$ cat src/rtl/input_debounce_step_pkg.sv
// Shared types and default timing constants for the step/direction input conditioner.
package input_debounce_step_pkg;

  typedef enum logic [1:0] {
    IDLE    = 2'd0,
    PRESSED = 2'd1,
    REPEAT  = 2'd2
  } btn_state_e;

  localparam logic [31:0] TimeExpire              = 32'd25000000;
  localparam logic [31:0] DEFAULT_DEBOUNCE_CYCLES = 32'd1000000;
  localparam logic [31:0] DEFAULT_REPEAT_CYCLES   = TimeExpire;
  localparam int unsigned DEFAULT_CNT_W           = 32;

endpackage

$ cat src/rtl/input_debounce_step_if.sv
// Board-pin side and FSM side signals of the input conditioner.
interface input_debounce_step_if;
  logic btn_raw;
  logic sw_raw;
  logic in_clean;
  logic step_pulse;
  logic btn_held;

  modport master (
    output btn_raw, sw_raw,
    input  in_clean, step_pulse, btn_held
  );

  modport slave (
    input  btn_raw, sw_raw,
    output in_clean, step_pulse, btn_held
  );
endinterface

$ cat src/rtl/input_debounce_step_debounce_core.sv
// Two-flop synchroniser plus stability counter; flags the cycle on which the
// caller-held debounced level must flip.
module debounce_core
  import input_debounce_step_pkg::*;
#(
  parameter logic [31:0] DEBOUNCE_CYCLES = DEFAULT_DEBOUNCE_CYCLES,
  parameter int unsigned CNT_W           = DEFAULT_CNT_W
) (
  input  logic clk,
  input  logic rst_n,
  input  logic raw,
  input  logic level,
  output logic toggle
);

  localparam logic [CNT_W-1:0] CNT_LAST = CNT_W'(DEBOUNCE_CYCLES - 32'd1);

  logic             sync1_q, sync1_d;
  logic             sync2_q, sync2_d;
  logic [CNT_W-1:0] cnt_q, cnt_d;

  always_ff @(posedge clk or negedge rst_n) begin
    if (!rst_n) begin
      sync1_q <= 1'b0;
      sync2_q <= 1'b0;
      cnt_q   <= '0;
    end else begin
      sync1_q <= sync1_d;
      sync2_q <= sync2_d;
      cnt_q   <= cnt_d;
    end
  end

  // The level register lives with the caller so the flip can be acted on in the same cycle.
  always_comb begin
    sync1_d = raw;
    sync2_d = sync1_q;
    cnt_d   = '0;
    toggle  = 1'b0;
    if (sync2_q != level) begin
      if (cnt_q == CNT_LAST) begin
        toggle = 1'b1;
      end else begin
        cnt_d = cnt_q + 1'b1;
      end
    end
  end

endmodule

$ cat src/rtl/input_debounce_step.sv
// Debounces the direction switch and step button, producing a clean level and a
// one-clk step pulse per press with auto-repeat while held.
module input_debounce_step
  import input_debounce_step_pkg::*;
#(
  parameter logic [31:0] DEBOUNCE_CYCLES = DEFAULT_DEBOUNCE_CYCLES,
  parameter logic [31:0] REPEAT_CYCLES   = DEFAULT_REPEAT_CYCLES,
  parameter int unsigned CNT_W           = DEFAULT_CNT_W
) (
  input  logic                  clk,
  input  logic                  reset,
  input_debounce_step_if.slave  io
);

  localparam logic [CNT_W-1:0] RPT_LAST = CNT_W'(REPEAT_CYCLES - 32'd1);

  btn_state_e       state_q, state_d;
  logic [CNT_W-1:0] rpt_q, rpt_d;
  logic             step_pulse_q, step_pulse_d;
  logic             btn_held_q, btn_held_d;
  logic             in_clean_q, in_clean_d;
  logic             btn_toggle, sw_toggle;
  logic             btn_rise, btn_fall;

  debounce_core #(
    .DEBOUNCE_CYCLES (DEBOUNCE_CYCLES),
    .CNT_W           (CNT_W)
  ) u_btn_db (
    .clk    (clk),
    .rst_n  (reset),
    .raw    (io.btn_raw),
    .level  (btn_held_q),
    .toggle (btn_toggle)
  );

  debounce_core #(
    .DEBOUNCE_CYCLES (DEBOUNCE_CYCLES),
    .CNT_W           (CNT_W)
  ) u_sw_db (
    .clk    (clk),
    .rst_n  (reset),
    .raw    (io.sw_raw),
    .level  (in_clean_q),
    .toggle (sw_toggle)
  );

  always_ff @(posedge clk or negedge reset) begin
    if (!reset) begin
      state_q      <= IDLE;
      rpt_q        <= '0;
      step_pulse_q <= 1'b0;
      btn_held_q   <= 1'b0;
      in_clean_q   <= 1'b0;
    end else begin
      state_q      <= state_d;
      rpt_q        <= rpt_d;
      step_pulse_q <= step_pulse_d;
      btn_held_q   <= btn_held_d;
      in_clean_q   <= in_clean_d;
    end
  end

  assign btn_rise = btn_toggle & ~btn_held_q;
  assign btn_fall = btn_toggle &  btn_held_q;

  always_comb begin
    state_d      = state_q;
    rpt_d        = rpt_q;
    step_pulse_d = 1'b0;
    btn_held_d   = btn_held_q ^ btn_toggle;
    in_clean_d   = in_clean_q ^ sw_toggle;
    unique case (state_q)
      IDLE: begin
        rpt_d = '0;
        if (btn_rise) begin
          state_d      = PRESSED;
          step_pulse_d = 1'b1;
        end
      end
      PRESSED, REPEAT: begin
        // Release is checked first so an expiry on the release edge emits nothing.
        if (btn_fall) begin
          state_d = IDLE;
          rpt_d   = '0;
        end else if (rpt_q == RPT_LAST) begin
          state_d      = REPEAT;
          rpt_d        = '0;
          step_pulse_d = 1'b1;
        end else begin
          rpt_d = rpt_q + 1'b1;
        end
      end
      default: begin
        state_d = IDLE;
        rpt_d   = '0;
      end
    endcase
  end

  assign io.step_pulse = step_pulse_q;
  assign io.btn_held   = btn_held_q;
  assign io.in_clean   = in_clean_q;

endmodule

$ cat src/flat_wrapper.sv
// flat-port wrapper written by rule: the top's interface ports become plain ports
module input_debounce_step_flat import input_debounce_step_pkg::*;
#(
  parameter logic [31:0] DEBOUNCE_CYCLES = DEFAULT_DEBOUNCE_CYCLES,
  parameter logic [31:0] REPEAT_CYCLES   = DEFAULT_REPEAT_CYCLES,
  parameter int unsigned CNT_W           = DEFAULT_CNT_W
)
  (clk, reset, io_btn_raw, io_sw_raw, io_in_clean, io_step_pulse, io_btn_held);
  input_debounce_step_if io_i ();
  input  logic clk;
  input  logic reset;
  input wire logic [$bits(io_i.btn_raw)-1:0] io_btn_raw;
  input wire logic [$bits(io_i.sw_raw)-1:0] io_sw_raw;
  output wire logic [$bits(io_i.in_clean)-1:0] io_in_clean;
  output wire logic [$bits(io_i.step_pulse)-1:0] io_step_pulse;
  output wire logic [$bits(io_i.btn_held)-1:0] io_btn_held;
  assign io_i.btn_raw = io_btn_raw;
  assign io_i.sw_raw = io_sw_raw;
  assign io_in_clean = io_i.in_clean;
  assign io_step_pulse = io_i.step_pulse;
  assign io_btn_held = io_i.btn_held;
  input_debounce_step #(.DEBOUNCE_CYCLES(DEBOUNCE_CYCLES), .REPEAT_CYCLES(REPEAT_CYCLES), .CNT_W(CNT_W)) u_core (.clk(clk), .reset(reset), .io(io_i));
endmodule
$ cat config.mk
export PLATFORM = sky130hd
export DESIGN_NAME = input_debounce_step_flat
export DESIGN_NICKNAME = d
export VERILOG_FILES = /design/src/rtl/input_debounce_step_pkg.sv /design/src/rtl/input_debounce_step_if.sv /design/src/rtl/input_debounce_step_debounce_core.sv /design/src/rtl/input_debounce_step.sv /design/src/flat_wrapper.sv
export SDC_FILE = /design/constraint.sdc
export NUM_CORES = 1
export LEC_CHECK = 0
export CORE_AREA = 2 2 119 121
export DETAILED_ROUTE_END_ITERATION = 16
export DIE_AREA = 0 0 121 123
export SKIP_LAST_GASP = 1
export SYNTH_ARGS = -nofsm -noshare
export SYNTH_HDL_FRONTEND = slang
export SYNTH_SLANG_ARGS = --single-unit
$ cat constraint.sdc
create_clock -name clk -period 4.8 [get_ports clk]
set_clock_uncertainty 0.05 [all_clocks]
set_input_delay 0.96 -clock clk [delete_from_list [all_inputs] [get_ports clk]]
set_output_delay 0.96 -clock clk [all_outputs]
set_load 0.05 [all_outputs]
==> flow_summary_export.csv <==
group,metric,value,unit
synthesis,syn_area,5350,sq um
global_route,grt_pass1_wl,18.1,mm
critical_path,crit_path_end_kind,"output port",
critical_path,crit_chain,"clkdlybuf4s50_1",
synthesis,ys_warn_count,0,
clock_network,cts_resized,0,
global_route,grt_max_degree,78,
floorplanning,die_w,121,um
critical_path,cp.arrival,1600,ps
critical_path,critPathLaunchType,"register",
pwr,ir_drop,0.000202,V
pwr,powerDensity,293,nW/um^2
timing,finalHoldViolations,0,
routing,ant_nets,0,
routing,route.detailed.drc,0,
cells_and_area,final_cell_mix,"nor2_1, dfrtp_1, xor2_1",
global_route,antenna_found_initial,0,
timing,period_share,54.3,%
timing,rsz0062_at_grt,"false",
placed_design,gp_congestion,0.780,
synthesis,syn_nets,543,
synthesis,ys.flop_type,"dfrtp_1",
critical_path,cp.required,3790,ps
routing,num_vias,3704,
critical_path,cp_max_fo,3,
critical_path,path_buf_inv,1,
synthesis,ys_seq_area_share,49.1,%
timing,holdWs,300,ps
routing,drtIter0Drc,265,
critical_path,critical_path_class,"reg2out",
global_route,grt-ovfl-total,0,
routing,wl_per_cell,14.0,um
timing,drv_slew,0,
routing,wirelength,10.0,mm
cells_and_area,fin_util,43.0,%
global_route,grt_pass1_vias,3846,
global_route,grt_use_total,15.0,%
timing,period_minus_slack,2610,ps
synthesis,ys_types,46,
cells_and_area,num_antenna_cells,0,
run_status,status,"completed",
cells_and_area,final_common_cell,"nor2_1",
floorplanning,die_y,123,um
clock_network,clkTransAtPathRegs,70,ps
synthesis,netlist_instances,534,
cells_and_area,drive_gt1_share,7.05,%
clock_network,clockBufferDepth,2,
critical_path,reg2reg_to,"u_core.rpt_q[18]",
clock_network,post_cts_buffers,0,
cells_and_area,final_cell_area,5850,sq um
placed_design,post_dp_cell_area,5540,sq um
timing,tightest_slew,967,ps
pwr,power_leakage,2.46,nW
routing,viasPerCell,5.15,
critical_path,regToRegSetupSlack,2620,ps
clock_network,htree_num_levels,3,
clock_network,numCtsBuffers,9,
synthesis,synth_edf_count,0,
clock_network,holdBufCountCts,0,
hold_path,min_to,"u_core.u_btn_db.sync2_q",
timing,fmax,384,MHz
clock_network,cts_tree,"built",
floorplanning,row_count,43,
timing,layout_setup_ws,2190,ps
clock_network,clock-sinks,105,
clock_network,cts-root-buf,"clkbuf_16",
critical_path,slowest_stage,"clkdlybuf4s50_1",
synthesis,ys_ff_latch,105,
floorplanning,ioPinCount,7,
hold_path,hp-start,"u_core.u_btn_db.sync1_q",
critical_path,crit_family,"buffers and inverters",
synthesis,syn_area_per_cell,10.0,sq um
job,maxCapViolations,0,
synthesis,ys_async_sr_fraction,100,%
timing,setup_violations,0,
placed_design,post-place-ws,2560,ps
critical_path,r2r_start,"u_core.rpt_q[6]",
hold_path,hold_class,"reg2reg",
cells_and_area,area_delta_synth_final,9.33,%
floorplanning,design.core.area,13600,sq um
timing,relSlewSlack,35.5,%
hold_path,hold_depth,0,
floorplanning,floorplan.initialDensity,39.3,%
clock_network,clock_latency,350,ps
cells_and_area,finalNetCount,544,
floorplanning,dieArea,14900,sq um
critical_path,slowest_delay,830,ps
placed_design,hpwl,6.70,mm
routing,first_pass_iters,4,
placed_design,port_buffers,6,
timing,fin_setup_tns,0,ps
critical_path,ff2ff_path_depth,5,
Yosys cell counts, types with 3 or more instances:
| cell | instances | area share (%) |
|---|---|---|
| nand4_1 | 28 | 3.3 |
| nor4b_1 | 7 | 1.1 |
| o21ai_0 | 3 | 0.28 |
| nand4_2 | 4 | 0.94 |
| nor4_1 | 13 | 1.5 |
| and2_1 | 7 | 0.82 |
| or3_1 | 4 | 0.47 |
| buf_4 | 3 | 0.42 |
| ha_1 | 5 | 1.2 |
| and4_1 | 13 | 2.1 |
| xnor2_1 | 36 | 5.9 |
| dfrtp_1 | 105 | 49 |
| buf_6 | 3 | 0.63 |
| a21oi_1 | 3 | 0.28 |
| nor3_1 | 11 | 1.0 |
| nor3_4 | 3 | 0.91 |
| xor2_1 | 52 | 8.5 |
| buf_2 | 8 | 0.75 |
| and3_1 | 17 | 2.0 |
| inv_1 | 13 | 0.91 |
| nor2_1 | 106 | 7.4 |
| nand2_1 | 26 | 1.8 |
| nand3_1 | 36 | 3.4 |
sequential cells by signal (all words and copies together), names as in the netlist, named ones only:
signal                   cells
u_core.rpt_q                32
u_core.io.step_pulse         1
u_core.u_btn_db.cnt_q       32
u_core.u_sw_db.cnt_q        32
u_core.u_btn_db.sync2_q      1
u_core.state_q               2
u_core.u_btn_db.sync1_q      1
u_core.u_sw_db.sync2_q       1
u_core.u_sw_db.sync1_q       1
metal layers:
layer | vias up | routed length [um] | global-route usage (%)
met2 | 37 | 4720 | 24.3
met1 | 1822 | 4870 | 19.8
met4 | 0 | 156 | 4.65
li1 | 1835 | - | -
met5 | - | 0 | 0
met3 | 10 | 303 | 4.06
cells by family after synthesis:
group           count (synthesis)  share of synthesized area, %
simple gates                  289                          30.2
flops                         105                          49.1
xor+xnor                       88                          14.4
buf+inv                        32                          3.11
compound gates                 12                          1.45
fa+ha+maj                       5                          1.17
mux                             3                         0.584
worst max path at each step:
stage	start	end	slack (ps)	cells past startpoint
2_1_floorplan	u_core.rpt_q[7]	u_core.rpt_q[23]	3010	6
3_3_place_gp	register	io_in_clean	2580	1
3_5_place_dp	reset	u_core.u_btn_db.cnt_q[15]	2560	2
4_1_cts	register	io_in_clean	2180	1
5_1_grt	register	io_in_clean	2160	1
6_report	register	io_in_clean	2190	1
final cells by class:
cell class                      count  area (sq um)
Timing Repair Buffer                8          72.6
Tap cell                          180           225
Inverter                           14          52.6
Clock buffer                       12           246
Multi-Input combinational cell    397          2560
Clock inverter                      3          65.1
Fill cell                        1296          7760
Sequential cell                   105          2630
worst register-to-register path: cells and delay by family (launching register included):
family	cells	cell delay [ps]
simple gates	5	1580
flops	1	430
through the flow:
step                power [mW]  std cells
floorplan                0.928        534
global placement         0.951        704
detailed placement       0.953        704
CTS                       1.74        719
global route              1.78        719
finish                    1.71        719
report_power, final:
| part | total (mW) | leakage [nW] | internal, mW | switching [mW] |
|---|---|---|---|---|
| clock | 0.779 | 0.153 | 0.468 | 0.311 |
| combinational | 0.0374 | 0.854 | 0.00791 | 0.0294 |
| sequential | 0.896 | 1.45 | 0.890 | 0.00594 |
| total | 1.71 | 2.46 | 1.37 | 0.346 |
(Power assumes the default switching activity.)
